===== config.mk =====
export PLATFORM = sky130hd
export DESIGN_NAME = aes_128_out_serializer
export DESIGN_NICKNAME = d
export VERILOG_FILES = /design/src/rtl/aes_128_pkg.sv /design/src/rtl/aes_128_block_fifo.sv /design/src/rtl/aes_128_out_serializer.sv
export SDC_FILE = /design/constraint.sdc
export NUM_CORES = 1
export LEC_CHECK = 0
export CAP_MARGIN = 20
export CELL_PAD_IN_SITES_DETAIL_PLACEMENT = 1
export CELL_PAD_IN_SITES_GLOBAL_PLACEMENT = 2
export CORE_MARGIN = 4
export CORE_UTILIZATION = 40
export DETAILED_ROUTE_END_ITERATION = 7
export GPL_TIMING_DRIVEN = 0
export PLACE_DENSITY = 0.81
export SLEW_MARGIN = 0
export SYNTH_ARGS = -nofsm -noshare
export SYNTH_HDL_FRONTEND = slang
export SYNTH_SLANG_ARGS = --single-unit

===== constraint.sdc =====
create_clock -name clk -period 20.6 [get_ports clk]
set_clock_uncertainty 0.15 [all_clocks]
set_input_delay 5.15 -clock clk [delete_from_list [all_inputs] [get_ports clk]]
set_output_delay 5.15 -clock clk [all_outputs]
set_load 0.02 [all_outputs]

===== src/rtl/aes_128_pkg.sv =====
// Shared types and constants for the AES-128 output path.
// Latency: n/a (types and a pure combinational helper only).
// Backpressure: n/a.
//
// Contents: block/word widths, block_t / word_t / word_idx_t typedefs and
// block_word(), which picks one 32-bit word out of a 128-bit block with
// word 0 being the most-significant word (hex print order).
package aes_128_pkg;

  localparam int BLOCK_W         = 128;
  localparam int WORD_W          = 32;
  localparam int WORDS_PER_BLOCK = 4;

  typedef logic [BLOCK_W-1:0] block_t;
  typedef logic [WORD_W-1:0]  word_t;
  typedef logic [1:0]         word_idx_t;

  // Word 0 is the leftmost group of eight hex digits of the block.
  function automatic word_t block_word(input block_t blk, input word_idx_t idx);
    word_t w;
    case (idx)
      2'd0:    w = blk[127:96];
      2'd1:    w = blk[95:64];
      2'd2:    w = blk[63:32];
      default: w = blk[31:0];
    endcase
    return w;
  endfunction

endpackage


===== src/rtl/aes_128_block_fifo.sv =====
// Block FIFO: DEPTH entries of 128-bit ciphertext, registered storage.
// Latency: a block pushed at edge N is visible on head_data from cycle N+1.
// Backpressure: push is ignored when full unless a pop happens the same cycle.
//
// Ports:
//   clk, rst_n      clock / asynchronous active-low reset
//   push, push_data write request and block to store at the tail
//   pop             remove the head block (ignored when empty)
//   head_data       block at the head (only meaningful when !empty)
//   full, empty     occupancy flags
//   level           number of stored blocks, 0..DEPTH
module aes_128_block_fifo
  import aes_128_pkg::*;
#(
  parameter int DEPTH   = 2,
  parameter int LEVEL_W = $clog2(DEPTH + 1)
) (
  input  logic               clk,
  input  logic               rst_n,
  input  logic               push,
  input  block_t             push_data,
  input  logic               pop,
  output block_t             head_data,
  output logic               full,
  output logic               empty,
  output logic [LEVEL_W-1:0] level
);

  localparam int PTR_W = $clog2(DEPTH);

  block_t             mem [DEPTH];
  logic [PTR_W-1:0]   head_ptr;
  logic [PTR_W-1:0]   tail_ptr;
  logic               do_push;
  logic               do_pop;

  assign full  = (level == LEVEL_W'(DEPTH));
  assign empty = (level == '0);

  // A full FIFO may still accept a block when the head leaves the same cycle.
  assign do_pop  = pop && !empty;
  assign do_push = push && (!full || do_pop);

  assign head_data = mem[head_ptr];

  // Storage carries no reset: contents are only observable while level != 0.
  always_ff @(posedge clk) begin
    if (do_push) begin
      mem[tail_ptr] <= push_data;
    end
  end

  // DEPTH is a power of two, so the pointers wrap by natural overflow.
  always_ff @(posedge clk or negedge rst_n) begin
    if (!rst_n) begin
      head_ptr <= '0;
      tail_ptr <= '0;
      level    <= '0;
    end else begin
      if (do_push) begin
        tail_ptr <= tail_ptr + PTR_W'(1);
      end
      if (do_pop) begin
        head_ptr <= head_ptr + PTR_W'(1);
      end
      case ({do_push, do_pop})
        2'b10:   level <= level + LEVEL_W'(1);
        2'b01:   level <= level - LEVEL_W'(1);
        default: level <= level;
      endcase
    end
  end

endmodule


===== src/rtl/aes_128_out_serializer.sv =====
// Serializes 128-bit AES ciphertext blocks into four 32-bit stream words, MS word first.
// Latency: block captured at edge N -> word 0 on m_data from cycle N+1; 1 word/cycle after.
// Backpressure: m_ready stalls the stream; blocks arriving with no buffer space are dropped (sticky overflow).
//
// Ports:
//   clk, rst_n              clock / asynchronous active-low reset
//   blk_valid, blk_data     one-cycle block pulse from the core
//   m_data, m_valid, m_ready, m_last  32-bit valid/ready output stream, m_last on word 3
//   overflow, clr_overflow  sticky drop flag and its synchronous clear
//   level                   blocks held, including the one being serialized
module aes_128_out_serializer
  import aes_128_pkg::*;
#(
  parameter int DEPTH   = 2,
  parameter int LEVEL_W = $clog2(DEPTH + 1)
) (
  input  logic               clk,
  input  logic               rst_n,
  input  logic               blk_valid,
  input  logic [127:0]       blk_data,
  output logic [31:0]        m_data,
  output logic               m_valid,
  input  logic               m_ready,
  output logic               m_last,
  output logic               overflow,
  input  logic               clr_overflow,
  output logic [LEVEL_W-1:0] level
);

  block_t    head_blk;
  logic      fifo_full;
  logic      fifo_empty;
  word_idx_t word_idx;
  logic      word_hs;
  logic      last_hs;
  logic      space;
  logic      push;
  logic      drop;

  assign m_valid = !fifo_empty;
  assign word_hs = m_valid && m_ready;
  assign last_hs = word_hs && (word_idx == 2'd3);

  // The slot freed by a word-3 handshake can be refilled on the same edge.
  assign space = !fifo_full || last_hs;
  assign push  = blk_valid && space;
  assign drop  = blk_valid && !space;

  aes_128_block_fifo #(
    .DEPTH   (DEPTH),
    .LEVEL_W (LEVEL_W)
  ) u_fifo (
    .clk       (clk),
    .rst_n     (rst_n),
    .push      (push),
    .push_data (blk_data),
    .pop       (last_hs),
    .head_data (head_blk),
    .full      (fifo_full),
    .empty     (fifo_empty),
    .level     (level)
  );

  // Output is driven to zero when idle so the unreset storage never leaks out.
  assign m_data = m_valid ? block_word(head_blk, word_idx) : '0;
  assign m_last = m_valid && (word_idx == 2'd3);

  // Two-bit index wraps 3 -> 0 on its own, in step with the pop.
  always_ff @(posedge clk or negedge rst_n) begin
    if (!rst_n) begin
      word_idx <= '0;
    end else if (word_hs) begin
      word_idx <= word_idx + 2'd1;
    end
  end

  // A drop in the same cycle as a clear leaves the flag set.
  always_ff @(posedge clk or negedge rst_n) begin
    if (!rst_n) begin
      overflow <= 1'b0;
    end else if (drop) begin
      overflow <= 1'b1;
    end else if (clr_overflow) begin
      overflow <= 1'b0;
    end
  end

endmodule

==> Word level (Yosys, flattened, before mapping) <==
Memories as Yosys holds them, arrays and structs flattened.
Index checks and enable logic that the tools add are counted.
{ "classes": {"n_addsub": 5, "n_mux": 7, "n_eq_ne": 6, "reduce_logical": 16} }
{ "op_table": {"columns": ["operator", "n"], "rows": [
  ["$pmux W32 S3", 1],
  ["$mux W32", 1],
  ["$eq A2 B2 Y1 const B", 4],
  ["$logic_and A1 B1 Y1", 7],
  ["$add A2 B1 Y2 const B", 2],
  ["$eq A2 B1 Y1 const B", 2],
  ["$logic_not A2 Y1", 2],
  ["$mux W1", 4],
  ["$pmux W2 S2", 1],
  ["$reduce_bool A2 Y1", 2],
  ["$logic_not A1 Y1", 3],
  ["$add A1 B1 Y1 const B", 2],
  ["$logic_or A1 B1 Y1", 2],
  ["$sub A2 B1 Y2 const B", 1]
]} }
{ "totals": {"ramBits": 256, "memories": 1, "ff_bits": 7, "output_inout_bits": 37} }
{ "mem_list": {"columns": ["memory", "words", "word_bits", "read_ports", "rd_ports_with_merged_regs", "wr", "line", "source"], "rows": [
  ["u_fifo.mem", 2, 128, 1, 0, 1, "aes_128_block_fifo.sv:31", "block_t mem [DEPTH];"]
]} }

==> Logic depth before layout (Yosys ltp) <==
Gate-level depths: netlist of the first run.
{ "depth": {"word_depth": 9, "ltp_mapped": 7} }

==> Cells and area by module <==
From an unflattened synthesis of the first run, not the netlist that was laid out.
{ "unflattened": {"hier_cells": 590, "hier_area_um2": 10796.6} }
{ "modules_own_cells": {"columns": ["module", "seq_area_each_um2", "area_per_inst_um2", "cells_each", "instances"], "rows": [
  ["aes_128_block_fifo", 7787.5, 9491.6, 422, 1],
  ["aes_128_out_serializer", 75.1, 1305.0, 168, 1]
]} }

==> Worst setup path after synthesis of the first run <==
No wires, ideal clock.
{ "synth_path": {"path_type": "input to register", "startpoint": "input m_ready", "endpoint": "memory u_fifo.mem[0][0] in the netlist's numbering (enable)", "t_arrival_ps": 10701, "setup_ps": 617, "path_stages": 3, "required_ps": 19833, "path_slack_ps": 9132, "path_cell_list": "and2_1 o21ai_1 nor2_1"} }
{ "synth_via": {"elab_chain_len": 7} }
{ "synth_rtl": {"columns": ["item", "line", "source"], "rows": [
  ["from (decl)", "aes_128_out_serializer.sv:23", "input logic m_ready,"],
  ["$logic_and A1 B1 Y1 *", "aes_128_out_serializer.sv:41", "assign word_hs = m_valid && m_ready;"],
  ["$logic_and A1 B1 Y1 *", "aes_128_out_serializer.sv:42", "assign last_hs = word_hs && (word_idx == 2'd3);"],
  ["$logic_or A1 B1 Y1 or $logic_and A1 B1 Y1 (tied branches)", "aes_128_out_serializer.sv:45, aes_128_block_fifo.sv:41", null],
  ["$logic_and A1 B1 Y1 or $logic_or A1 B1 Y1 (tied branches)", "aes_128_out_serializer.sv:46, aes_128_block_fifo.sv:42", null],
  ["$logic_and A1 B1 Y1 *", "aes_128_block_fifo.sv:42", "assign do_push = push && (!full || do_pop);"],
  ["$mux W1 *", "aes_128_block_fifo.sv:48", "if (do_push) begin"],
  ["$mux W1 (not written as such) *", "aes_128_block_fifo.sv:49", "mem[tail_ptr] <= push_data;"],
  ["to (decl)", "aes_128_block_fifo.sv:31", null]
]} }
Every way passes the cells marked *; elsewhere a longest branch is shown, timed or not.

==> Final worst setup path of the first run <==
{ "layout_path": {"startpoint": "register word_idx[0]", "endpoint": "output m_data[25]"} }
{ "layout_via": {"elab_chain_len": 3} }
{ "layout_rtl": {"columns": ["item", "line", "source"], "rows": [
  ["from (decl)", "aes_128_out_serializer.sv:33", "word_idx_t word_idx;"],
  ["from (signal assigned)", "aes_128_out_serializer.sv:73", "word_idx <= word_idx + 2'd1;"],
  ["$eq A2 B2 Y1 (tied with other cells)", "aes_128_pkg.sv:21", "case (idx)"],
  ["$pmux W32 S3 *", "aes_128_pkg.sv:21", null],
  ["$mux W32 *", "aes_128_out_serializer.sv:65", "assign m_data = m_valid ? block_word(head_blk, word_idx) : '0;"],
  ["to (decl)", "aes_128_out_serializer.sv:21", "output logic [31:0] m_data,"]
]} }
Marks and branches as above.

==> qor.csv, run 1 <==
stage,metric,value,unit
clock_tree,htreeDepth,1,
drt,post_drt_wl_per_cell,23.8,um
synthesis,synth_area,10000,um^2
sta,setup_violations,0,
setup_path,cp_num_buf_inv,4,
synthesis,ys_types,28,
floorplanning,die_w,166,um
setup_path,crit_path_max_fanout,10,
setup_path,max_stage_delay,0.62,ns
drt,totalWireLength,27100,um
placement,place_congestion,0.750,
synthesis,avgSynthCellArea,17.0,um^2
floorplanning,chipHeight,166,um
sta,hold_viol,0,
global_routing,grt_pass1_vias,6808,
setup_path,crit_family,buffers and inverters,
drt,drt_iter0_drc,479,
clock_tree,cts_tree,built,
setup_path,worstPathCellList,inv_1 -> ha_1 -> buf_2 -> clkbuf_1 -> nand2_1 -> nand3_1 -> and3_1 -> clkdlybuf4s50_1,
final_layout,final_common_cell,edfxtp_1,
setup_path,worstPathArrival,3.06,ns
clock_tree,path_clk_slew,0.06,ns
drt,drtAntennaViolNets,0,
floorplanning,dieArea,27700,um^2
setup_path,r2r_cells,6,
synthesis,syn_nets,729,
setup_path,crit_path_top_delay_cell,clkdlybuf4s50_1,
clock_tree,clock_latency,0.52,ns
floorplanning,start_util,41.0,%
drt,drc,0,
setup_path,end_kind,primary output,
pwr,cellPowerDensity,156,nW/um^2
setup_path,path_class,reg -> out,
clock_tree,holdBufCountCts,0,
setup_path,start_kind,flip-flop,
drt,viasPerCell,5.38,
pwr,power_leakage,0.00446,uW
clock_tree,cts_made_buffers,27,
synthesis,syn_inst,590,
global_routing,grt.total_usage,19.2,%
sta,slew_violations,0,
sta,relSlewSlack,50.5,%
sta,finalCritPeriodShare,40.6,%
clock_tree,cts.repair.resized,0,
placement,dp.final_hpwl,18000,um
floorplanning,boundaryPins,170,
clock_tree,clock_path_buffers,3,
global_routing,antenna_found_initial,1,
drt,vias,6126,
setup_path,cp_data_required_time,15.30,ns
run,maxCapViolations,0,
final_layout,nets,935,
sta,grt_setup_unrepaired,no,
sta,setup_tns,0,ns
hold_path,holdPathStages,1,
pwr,peakVddDrop,0.0767,mV
drt,firstDrtPassIters,5,
synthesis,synth_seq_cells,263,
global_routing,grt_pass1_wl,41300,um
sta,max_freq,120,MHz
global_routing,grt-ovfl-total,0,
setup_path,cp_num_cells,8,
sta,min_period,8.36,ns
final_layout,drive_gt1_share,9.23,%
outcome,status,"complete, no violations",
floorplanning,num_rows,57,
floorplanning,core_area,24500,um^2
final_layout,fillers,2312,
sta,worstMarginPinSlew,0.742,ns
final_layout,multiInputGateArea,1920,um^2
synthesis,yosysWarningCount,0,
hold_path,min_path_type,reg -> reg,
placement,io_buffers,169,
final_layout,final_cell_mix,"256 x edfxtp_1, 169 x clkdlybuf4s50_1, 65 x nand2_1, 64 x a22oi_1",
global_routing,grt_max_degree,34,
synthesis,ys_seq_area_share,78.4,%
final_layout,layout.area.seq,7860,um^2
final_layout,area_growth,30.2,%
clock_tree,cts_root_buffer,clkbuf_16,
clock_tree,post_cts_buffers,0,
clock_tree,clkSinkCount,263,
pwr,totalPowerFinal,2040,uW
==> through the flow <==
step / hold WS [ns] / std cells / cell area [um^2] / worst slack [ns] / util [%]
after floorplan: 0.318 / 590 / 10000 / 9.13 / -
after global placement: 0.333 / 1083 / 12100 / 5.78 / 49.6
final: 0.362 / 1138 / 13100 / 12.24 / 53.4
after global routing: 0.405 / 1138 / 13100 / 11.98 / 53.4
after detailed placement: 0.356 / 1091 / 12300 / 12.72 / 50.3
after CTS: 0.367 / 1137 / 13100 / 12.10 / 53.4
==> synth_stat cells <==
| master | instances | area (um^2) |
|---|---|---|
| dfrtp_1 | 7 | 175 |
| buf_6 | 7 | 78.8 |
| xnor2_1 | 4 | 35.0 |
| and3_2 | 1 | 7.51 |
| nor2_1 | 3 | 11.3 |
| a32oi_1 | 32 | 280 |
| nand2_1 | 65 | 244 |
| buf_4 | 3 | 22.5 |
| nor2b_1 | 1 | 6.26 |
| o21ai_1 | 1 | 5.00 |
| o32ai_2 | 1 | 16.3 |
| or2_1 | 1 | 6.26 |
| clkbuf_1 | 11 | 41.3 |
| and3_1 | 31 | 194 |
| mux2i_1 | 32 | 320 |
| nor2_2 | 1 | 6.26 |
| nand3_1 | 32 | 160 |
| and3_4 | 1 | 11.3 |
| edfxtp_1 | 256 | 7690 |
| mux2_2 | 1 | 11.3 |
| xor2_1 | 2 | 17.5 |
| nand2b_1 | 1 | 6.26 |
| inv_1 | 5 | 18.8 |
| buf_1 | 1 | 3.75 |
| ha_1 | 6 | 75.1 |
| and2_1 | 2 | 12.5 |
| buf_2 | 18 | 90.1 |
| a22oi_1 | 64 | 480 |
==> worst paths after layout <==
check	start	slack, ns	endpoint
setup / recovery	word_idx[0]$_DFFE_PN0P_	12.24	m_data[25]
setup reg to reg	word_idx[0]$_DFFE_PN0P_	18.21	u_fifo.mem[1][111]$_DFFE_PP_
min in group asynchronous	rst_n	4.76	overflow$_DFFE_PN0P_
hold reg to reg	u_fifo.level[1]$_DFFE_PN0P_	0.36	u_fifo.level[1]$_DFFE_PN0P_
max in group asynchronous	rst_n	15.28	u_fifo.head_ptr$_DFFE_PN0P_
hold / removal	u_fifo.level[1]$_DFFE_PN0P_	0.36	u_fifo.level[1]$_DFFE_PN0P_
==> report_power, final <==
group          internal [uW]  leakage (uW)  switching (uW)
Sequential               734       0.00246            36.0
Clock                    237      0.000373             188
Combinational            343       0.00162             505
Total                   1310       0.00446             729
==> cell type report <==
type,instances,share of cell area [%]
antenna,1,0.0192
buffer,40,1.81
clock buffer,31,5.29
clock inverter,15,0.508
inverter,5,0.144
multi-input combinational,282,14.7
sequential,263,60.2
tap,324,3.10
timing repair buffer,177,14.2
==> layer usage <==
layer | part of all wire, % | vias to the layer above | routed length, um | track usage, %
li1 | - | 2757 | - | -
met2 | 52 | 207 | 14000 | 34.2
met4 | 1.9 | 0 | 528 | 4.94
met5 | 0 | - | 0 | 0
met1 | 41 | 3125 | 11300 | 25.1
met3 | 5.1 | 37 | 1370 | 2.52
==> registers in the layout (all words and copies together), names as in the netlist <==
register	count
u_fifo.level	2
u_fifo.mem	256
overflow	1
word_idx	2
u_fifo.tail_ptr	1
u_fifo.head_ptr	1
==> cells by family (layout without fill, tap and decap cells) <==
kind of cell             after synthesis  after routing  share of synthesized area (%)
AND/OR/NAND/NOR                      139            139                           6.64
multiplexers                          33             33                           3.31
buffers and inverters                 45            268                           2.55
other                                  0              1                              0
AO/OA/AOI/OAI                         98             98                           7.80
flip-flops                           263            263                           78.4
XOR/XNOR                               6              6                          0.524
adder cells (fa/ha/maj)                6              6                          0.749
No activity file was read; power rests on OpenSTA's default activity.
==> run 2: changes to the inputs <==
--- a/config.mk
+++ b/config.mk
@@ -9,10 +9,10 @@
 export CELL_PAD_IN_SITES_DETAIL_PLACEMENT = 1
 export CELL_PAD_IN_SITES_GLOBAL_PLACEMENT = 2
 export CORE_MARGIN = 4
-export CORE_UTILIZATION = 40
+export CORE_UTILIZATION = 38
 export DETAILED_ROUTE_END_ITERATION = 7
 export GPL_TIMING_DRIVEN = 0
-export PLACE_DENSITY = 0.81
+export PLACE_DENSITY = 0.77
 export SLEW_MARGIN = 0
 export SYNTH_ARGS = -nofsm -noshare
 export SYNTH_HDL_FRONTEND = slang
==> constraint.sdc (replaced) <==
create_clock -name clk -period 8.1 [get_ports clk]
set_clock_uncertainty 0.15 [all_clocks]
set_input_delay 2.025 -clock clk [delete_from_list [all_inputs] [get_ports clk]]
set_output_delay 2.025 -clock clk [all_outputs]
set_load 0.02 [all_outputs]
==> run 2 against run 1 <==
Via count increased by 1.1%; die area increased by 5.0%; power increased to 2.7 times the previous value; clock power increased to 3.3 times the previous value; design area increased by 2.1%; largest power group unchanged; highest routed layer is now met5.
==> qor.csv, run 2 (synthesized netlist as in run 1, its figures left out) <==
stage,metric,value,unit
outcome,status,"complete, no violations",
setup_path,r2r-start,word_idx[0]$_DFFE_PN0P_,
global_routing,grt_max_degree,35,
clock_tree,path_clk_slew,0.06,ns
global_routing,grt.total_usage,19.1,%
pwr,totalPowerFinal,5550,uW
floorplanning,core_area,26000,um^2
floorplanning,die_w,170,um
clock_tree,htreeDepth,1,
clock_tree,cts.repair.resized,0,
final_layout,final_common_cell,edfxtp_1,
setup_path,reg2reg_slack,5.52,ns
global_routing,antenna_found_initial,2,
clock_tree,holdBufCountCts,0,
clock_tree,clock_latency,0.53,ns
setup_path,endpoint,m_data[29],
floorplanning,num_rows,59,
pwr,p_comb_share,39.3,%
drt,drc,0,
sta,worstMarginPinSlew,0.788,ns
setup_path,crit_path_max_fanout,10,
drt,post_drt_wl_per_cell,24.4,um
setup_path,regToRegEndpoint,u_fifo.mem[1][46]$_DFFE_PP_,
setup_path,max_stage_delay,0.62,ns
pwr,clockPowerShare,25.3,%
pwr,internal_power,3640,uW
final_layout,area_growth,33.0,%
clock_tree,cts_tree,built,
setup_path,cp_num_cells,8,
drt,totalWireLength,28100,um
placement,io_buffers,169,
sta,setup_tns,0,ns
clock_tree,clkSinkCount,263,
final_layout,nets,936,
sta,slew_violations,0,
global_routing,grt-ovfl-total,0,
sta,finalCritPeriodShare,65.5,%
final_layout,drive_gt1_share,10.5,%
clock_tree,cts_root_buffer,clkbuf_16,
global_routing,grt_pass1_wl,41700,um
hold_path,holdPathStages,1,
setup_path,worstPathArrival,3.13,ns
placement,dp.final_hpwl,18200,um
global_routing,grt_pass1_vias,6885,
setup_path,worstPathCellList,inv_1 -> ha_1 -> buf_2 -> clkbuf_1 -> nand2_1 -> nand3_1 -> and3_1 -> clkdlybuf4s50_1,
pwr,sw_frac_of_total,34.4,%
clock_tree,cts_made_buffers,28,
setup_path,crit_family,buffers and inverters,
setup_path,cp_num_buf_inv,4,
drt,viasPerCell,5.38,
sta,relSlewSlack,47.5,%
setup_path,end_kind,primary output,
floorplanning,boundaryPins,170,
clock_tree,post_cts_buffers,0,
pwr,peakVddDrop,0.261,mV
drt,drt_iter0_drc,601,
setup_path,start_kind,flip-flop,
sta,grt_setup_unrepaired,no,
setup_path,path_class,reg -> out,
pwr,cellPowerDensity,416,nW/um^2
hold_path,worstHoldStart,u_fifo.level[1]$_DFFE_PN0P_,
hold_path,min_path_type,reg -> reg,
sta,max_freq,189,MHz
floorplanning,dieArea,29000,um^2
drt,vias,6194,
sta,min_period,5.30,ns
placement,place_congestion,0.780,
drt,drtAntennaViolNets,0,
sta,hold_slack,0.382,ns
final_layout,largest_reg_flops,256,
final_layout,reg.largest.list,"u_fifo.mem x256, u_fifo.level x2, word_idx x2",
final_layout,fillers,2493,
floorplanning,chipHeight,170,um
final_layout,diodes,0,
run,maxCapViolations,0,
final_layout,final_cell_mix,"256 x edfxtp_1, 169 x clkdlybuf4s50_1, 65 x nand2_1, 64 x a22oi_1",
setup_path,crit_path_start,word_idx[0]$_DFFE_PN0P_,
pwr,power_frac_seq,35.4,%
drt,firstDrtPassIters,4,
setup_path,crit_path_top_delay_cell,clkdlybuf4s50_1,
pwr,power_leakage,0.00459,uW
pwr,power.switching,1910,uW
clock_tree,clock_path_buffers,3,
sta,setup_violations,0,
floorplanning,start_util,38.6,%
setup_path,r2r_cells,6,
final_layout,largest-register,u_fifo.mem,
setup_path,cp_data_required_time,5.93,ns
sta,hold_viol,0,
run 2: changes by cell type in the layout (fill, tap and decap cells not counted):
cell / before / now
bufinv_16: 0 / 8
clkinv_1: 10 / 5
clkbuf_1: 15 / 13
clkbuf_16: 27 / 29
clkinv_2: 4 / 6
diode_2: 1 / 0
inv_6: 1 / 0
run 2: worst reg2reg max path: cells and delay by family (launching register included):
kind            cells  cell delay, ns
flops               1            0.46
simple gates        2            0.68
buf+inv             2            0.55
compound gates      1            0.19
fa+ha+maj           1            0.23
run 2: per-stage QoR:
stage | instance area (um^2) | setup WS [ns] | utilization (%) | instances
after floorplan | 10000 | -0.243 | - | 590
after global placement | 12100 | -3.64 | 46.7 | 1094
after detailed placement | 12300 | 3.33 | 47.4 | 1102
after CTS | 13300 | 2.72 | 51.3 | 1152
after global routing | 13300 | 2.64 | 51.3 | 1152
final | 13300 | 2.80 | 51.3 | 1152
run 2: worst min-delay path by stage:
stage | to | slack [ns]
final | u_fifo.level[1]$_DFFE_PN0P_ | 0.38
after global routing | overflow$_DFFE_PN0P_ | 0.42
after CTS | u_fifo.level[1]$_DFFE_PN0P_ | 0.39
after detailed placement | u_fifo.level[1]$_DFFE_PN0P_ | 0.37
after global placement | u_fifo.tail_ptr$_DFFE_PN0P_ | 0.33
after floorplan | u_fifo.tail_ptr$_DFFE_PN0P_ | 0.32
run 2: layout make-up:
class	count	area [um^2]	area share [%]
plain buffers	40	236	1.77
clock buffers	31	733	5.50
clock inverters	19	289	2.17
inverters	5	18.8	0.141
multi-input cells	282	1920	14.4
flip-flops and latches	263	7860	59.0
well taps	335	419	3.14
repair buffers	177	1850	13.9
run 2: power groups by stage:
| stage | logic [uW] | clock network (uW) | registers [uW] |
|---|---|---|---|
| final | 2180 | 1400 | 1960 |
| after global routing | 2340 | 1510 | 1990 |
| after CTS | 2210 | 1440 | 1970 |
| after detailed placement | 2190 | 0 | 1990 |
| after global placement | 2080 | 0 | 2080 |
| after floorplan | 1180 | 0 | 2040 |
run 2: per-layer routing:
metal	track usage, %	vias up	part of all wire, %
li1	-	2760	-
met1	24.9	3157	41
met2	33.6	241	51
met3	3.09	32	6.0
met4	4.44	4	1.4
met5	0	-	0.085
==> run 3: changes to the inputs <==
--- a/config.mk
+++ b/config.mk
@@ -9,10 +9,10 @@
 export CELL_PAD_IN_SITES_DETAIL_PLACEMENT = 1
 export CELL_PAD_IN_SITES_GLOBAL_PLACEMENT = 2
 export CORE_MARGIN = 4
-export CORE_UTILIZATION = 38
+export CORE_UTILIZATION = 34
 export DETAILED_ROUTE_END_ITERATION = 7
 export GPL_TIMING_DRIVEN = 0
-export PLACE_DENSITY = 0.77
+export PLACE_DENSITY = 0.73
 export SLEW_MARGIN = 0
 export SYNTH_ARGS = -nofsm -noshare
 export SYNTH_HDL_FRONTEND = slang
==> constraint.sdc (replaced) <==
create_clock -name clk -period 4.75 [get_ports clk]
set_clock_uncertainty 0.15 [all_clocks]
set_input_delay 1.1875 -clock clk [delete_from_list [all_inputs] [get_ports clk]]
set_output_delay 1.1875 -clock clk [all_outputs]
set_load 0.02 [all_outputs]
==> run 3 against run 2 <==
Critical endpoint is now m_data[22]; cell count rose by 4.4%; global-route usage fell by 2.2 points; highest routed layer is now met4; sequential power rose by 70%.
==> qor.csv, run 3 (synthesized netlist as in run 1, its figures left out) <==
stage,metric,value,unit
outcome,status,"complete, no violations",
global_routing,grt_pass1_vias,6876,
clock_tree,post_cts_buffers,0,
clock_tree,holdBufCountCts,0,
sta,hold_slack,0.374,ns
sta,layout_setup_ws,0.273,ns
floorplanning,boundaryPins,170,
clock_tree,clock_path_buffers,3,
placement,place_congestion,0.751,
pwr,power_leakage,0.00456,uW
run,maxCapViolations,0,
placement,place_ws,0.804,ns
final_layout,diodes,0,
global_routing,grt_pass1_wl,42400,um
setup_path,crit_path_top_delay_cell,clkdlybuf4s50_1,
final_layout,area_growth,33.1,%
clock_tree,htreeDepth,1,
final_layout,final_common_cell,edfxtp_1,
global_routing,grt.total_usage,16.9,%
sta,setup_tns,0,ns
sta,slew_violations,0,
drt,drt_iter0_drc,432,
setup_path,regToRegEndpoint,u_fifo.mem[1][17]$_DFFE_PP_,
final_layout,largest_reg_flops,256,
clock_tree,clkSinkCount,263,
pwr,sw_frac_of_total,35.2,%
final_layout,reg.largest.list,"u_fifo.mem x256, u_fifo.level x2, word_idx x2",
setup_path,max_stage_delay,0.62,ns
hold_path,whs_endpoint,u_fifo.level[1]$_DFFE_PN0P_,
sta,setup_violations,0,
drt,drc,0,
placement,dp.final_hpwl,18500,um
pwr,internal_power,6010,uW
floorplanning,core_area,28900,um^2
floorplanning,start_util,34.7,%
setup_path,r2r_cells,6,
pwr,cellPowerDensity,695,nW/um^2
drt,drtAntennaViolNets,0,
clock_tree,path_clk_slew,0.06,ns
floorplanning,chipHeight,180,um
setup_path,worstPathCellList,inv_1 -> ha_1 -> buf_2 -> clkbuf_1 -> nand2_1 -> nand3_1 -> and3_1 -> clkdlybuf4s50_1,
drt,totalWireLength,27700,um
hold_path,worstHoldStart,u_fifo.level[1]$_DFFE_PN0P_,
setup_path,reg2reg_slack,1.94,ns
floorplanning,die_w,180,um
setup_path,r2r-start,word_idx[0]$_DFFE_PN0P_,
clock_tree,cts_made_buffers,29,
sta,relSlewSlack,34.8,%
sta,max_freq,223,MHz
pwr,clockPowerShare,23.8,%
pwr,power_frac_seq,36.0,%
floorplanning,dieArea,32300,um^2
hold_path,min_path_type,reg -> reg,
sta,grt_setup_unrepaired,no,
setup_path,path_class,reg -> out,
final_layout,final_util,46.2,%
sta,worstMarginPinSlew,0.976,ns
clock_tree,cts.repair.resized,0,
drt,firstDrtPassIters,6,
floorplanning,num_rows,62,
setup_path,cp_data_required_time,3.41,ns
hold_path,holdPathStages,1,
clock_tree,cts_tree,built,
pwr,p_comb_share,40.2,%
setup_path,worstPathArrival,3.14,ns
setup_path,end_kind,primary output,
sta,min_period,4.48,ns
final_layout,nets,937,
final_layout,final_cell_mix,"256 x edfxtp_1, 169 x clkdlybuf4s50_1, 65 x nand2_1, 64 x a22oi_1",
sta,finalCritPeriodShare,94.3,%
setup_path,start_kind,flip-flop,
drt,vias,6089,
placement,io_buffers,169,
global_routing,grt_max_degree,33,
pwr,peakVddDrop,0.298,mV
drt,viasPerCell,5.06,
global_routing,antenna_found_initial,0,
setup_path,crit_path_max_fanout,10,
final_layout,fillers,2842,
final_layout,largest-register,u_fifo.mem,
pwr,power.switching,3260,uW
global_routing,grt-ovfl-total,0,
clock_tree,cts_root_buffer,clkbuf_16,
final_layout,drive_gt1_share,11.0,%
clock_tree,clock_latency,0.53,ns
sta,hold_viol,0,
drt,post_drt_wl_per_cell,23.1,um
==> run 3: cell count changes in the layout (fill, tap and decap cells not counted), sizes merged <==
cell / delta
clkinvlp: +3
bufinv: -4
clkinv: +3
==> run 3: layout make-up <==
cell class,instances,area [um^2],area share [%]
multi-input combinational,282,1920,14.4
tap,384,480,3.60
sequential,263,7860,58.9
inverter,5,18.8,0.141
timing repair buffer,177,1870,14.0
clock buffer,31,733,5.50
buffer,40,236,1.77
clock inverter,21,213,1.59
==> run 3: worst max-delay path by stage <==
stage | startpoint | endpoint | cells past startpoint
floorplan | m_ready | u_fifo.mem[0][0]$_DFFE_PP_ | 3
global placement | m_ready | u_fifo.mem[0][45]$_DFFE_PP_ | 4
detailed placement | word_idx[1]$_DFFE_PN0P_ | m_data[20] | 8
CTS | word_idx[1]$_DFFE_PN0P_ | m_data[20] | 8
global route | word_idx[1]$_DFFE_PN0P_ | m_data[20] | 8
finish | word_idx[0]$_DFFE_PN0P_ | m_data[22] | 8
==> run 3: critical path, delay by kind of cell (launching register included) <==
family | cells | cell delay (ns)
DFF | 1 | 0.44
and+or+nand+nor | 3 | 0.45
adders and majority gates | 1 | 0.14
buffers and inverters | 4 | 1.58
==> run 3: metal layers <==
layer	wire [um]	part of all wire, %	GRT usage (%)
met5	0	0	0
met3	1090	3.9	2.75
met1	12000	43	22.7
met4	498	1.8	3.57
met2	14100	51	29.2
==> run 3: power groups by stage <==
stage,Combinational [uW],Clock [uW],Sequential (uW)
final,3730,2200,3340
after global routing,4020,2380,3380
after global placement,3590,0,3470
after floorplan,2020,0,3420
after detailed placement,3780,0,3390
after CTS,3810,2260,3340
==> run 3: stage by stage <==
step                      total power [uW]  area (um^2)  instances
after floorplan                       5440        10000        590
after global placement                7060        12200       1143
after detailed placement              7170        12400       1151
after CTS                             9420        13300       1203
after global routing                  9780        13300       1203
final                                 9270        13300       1203
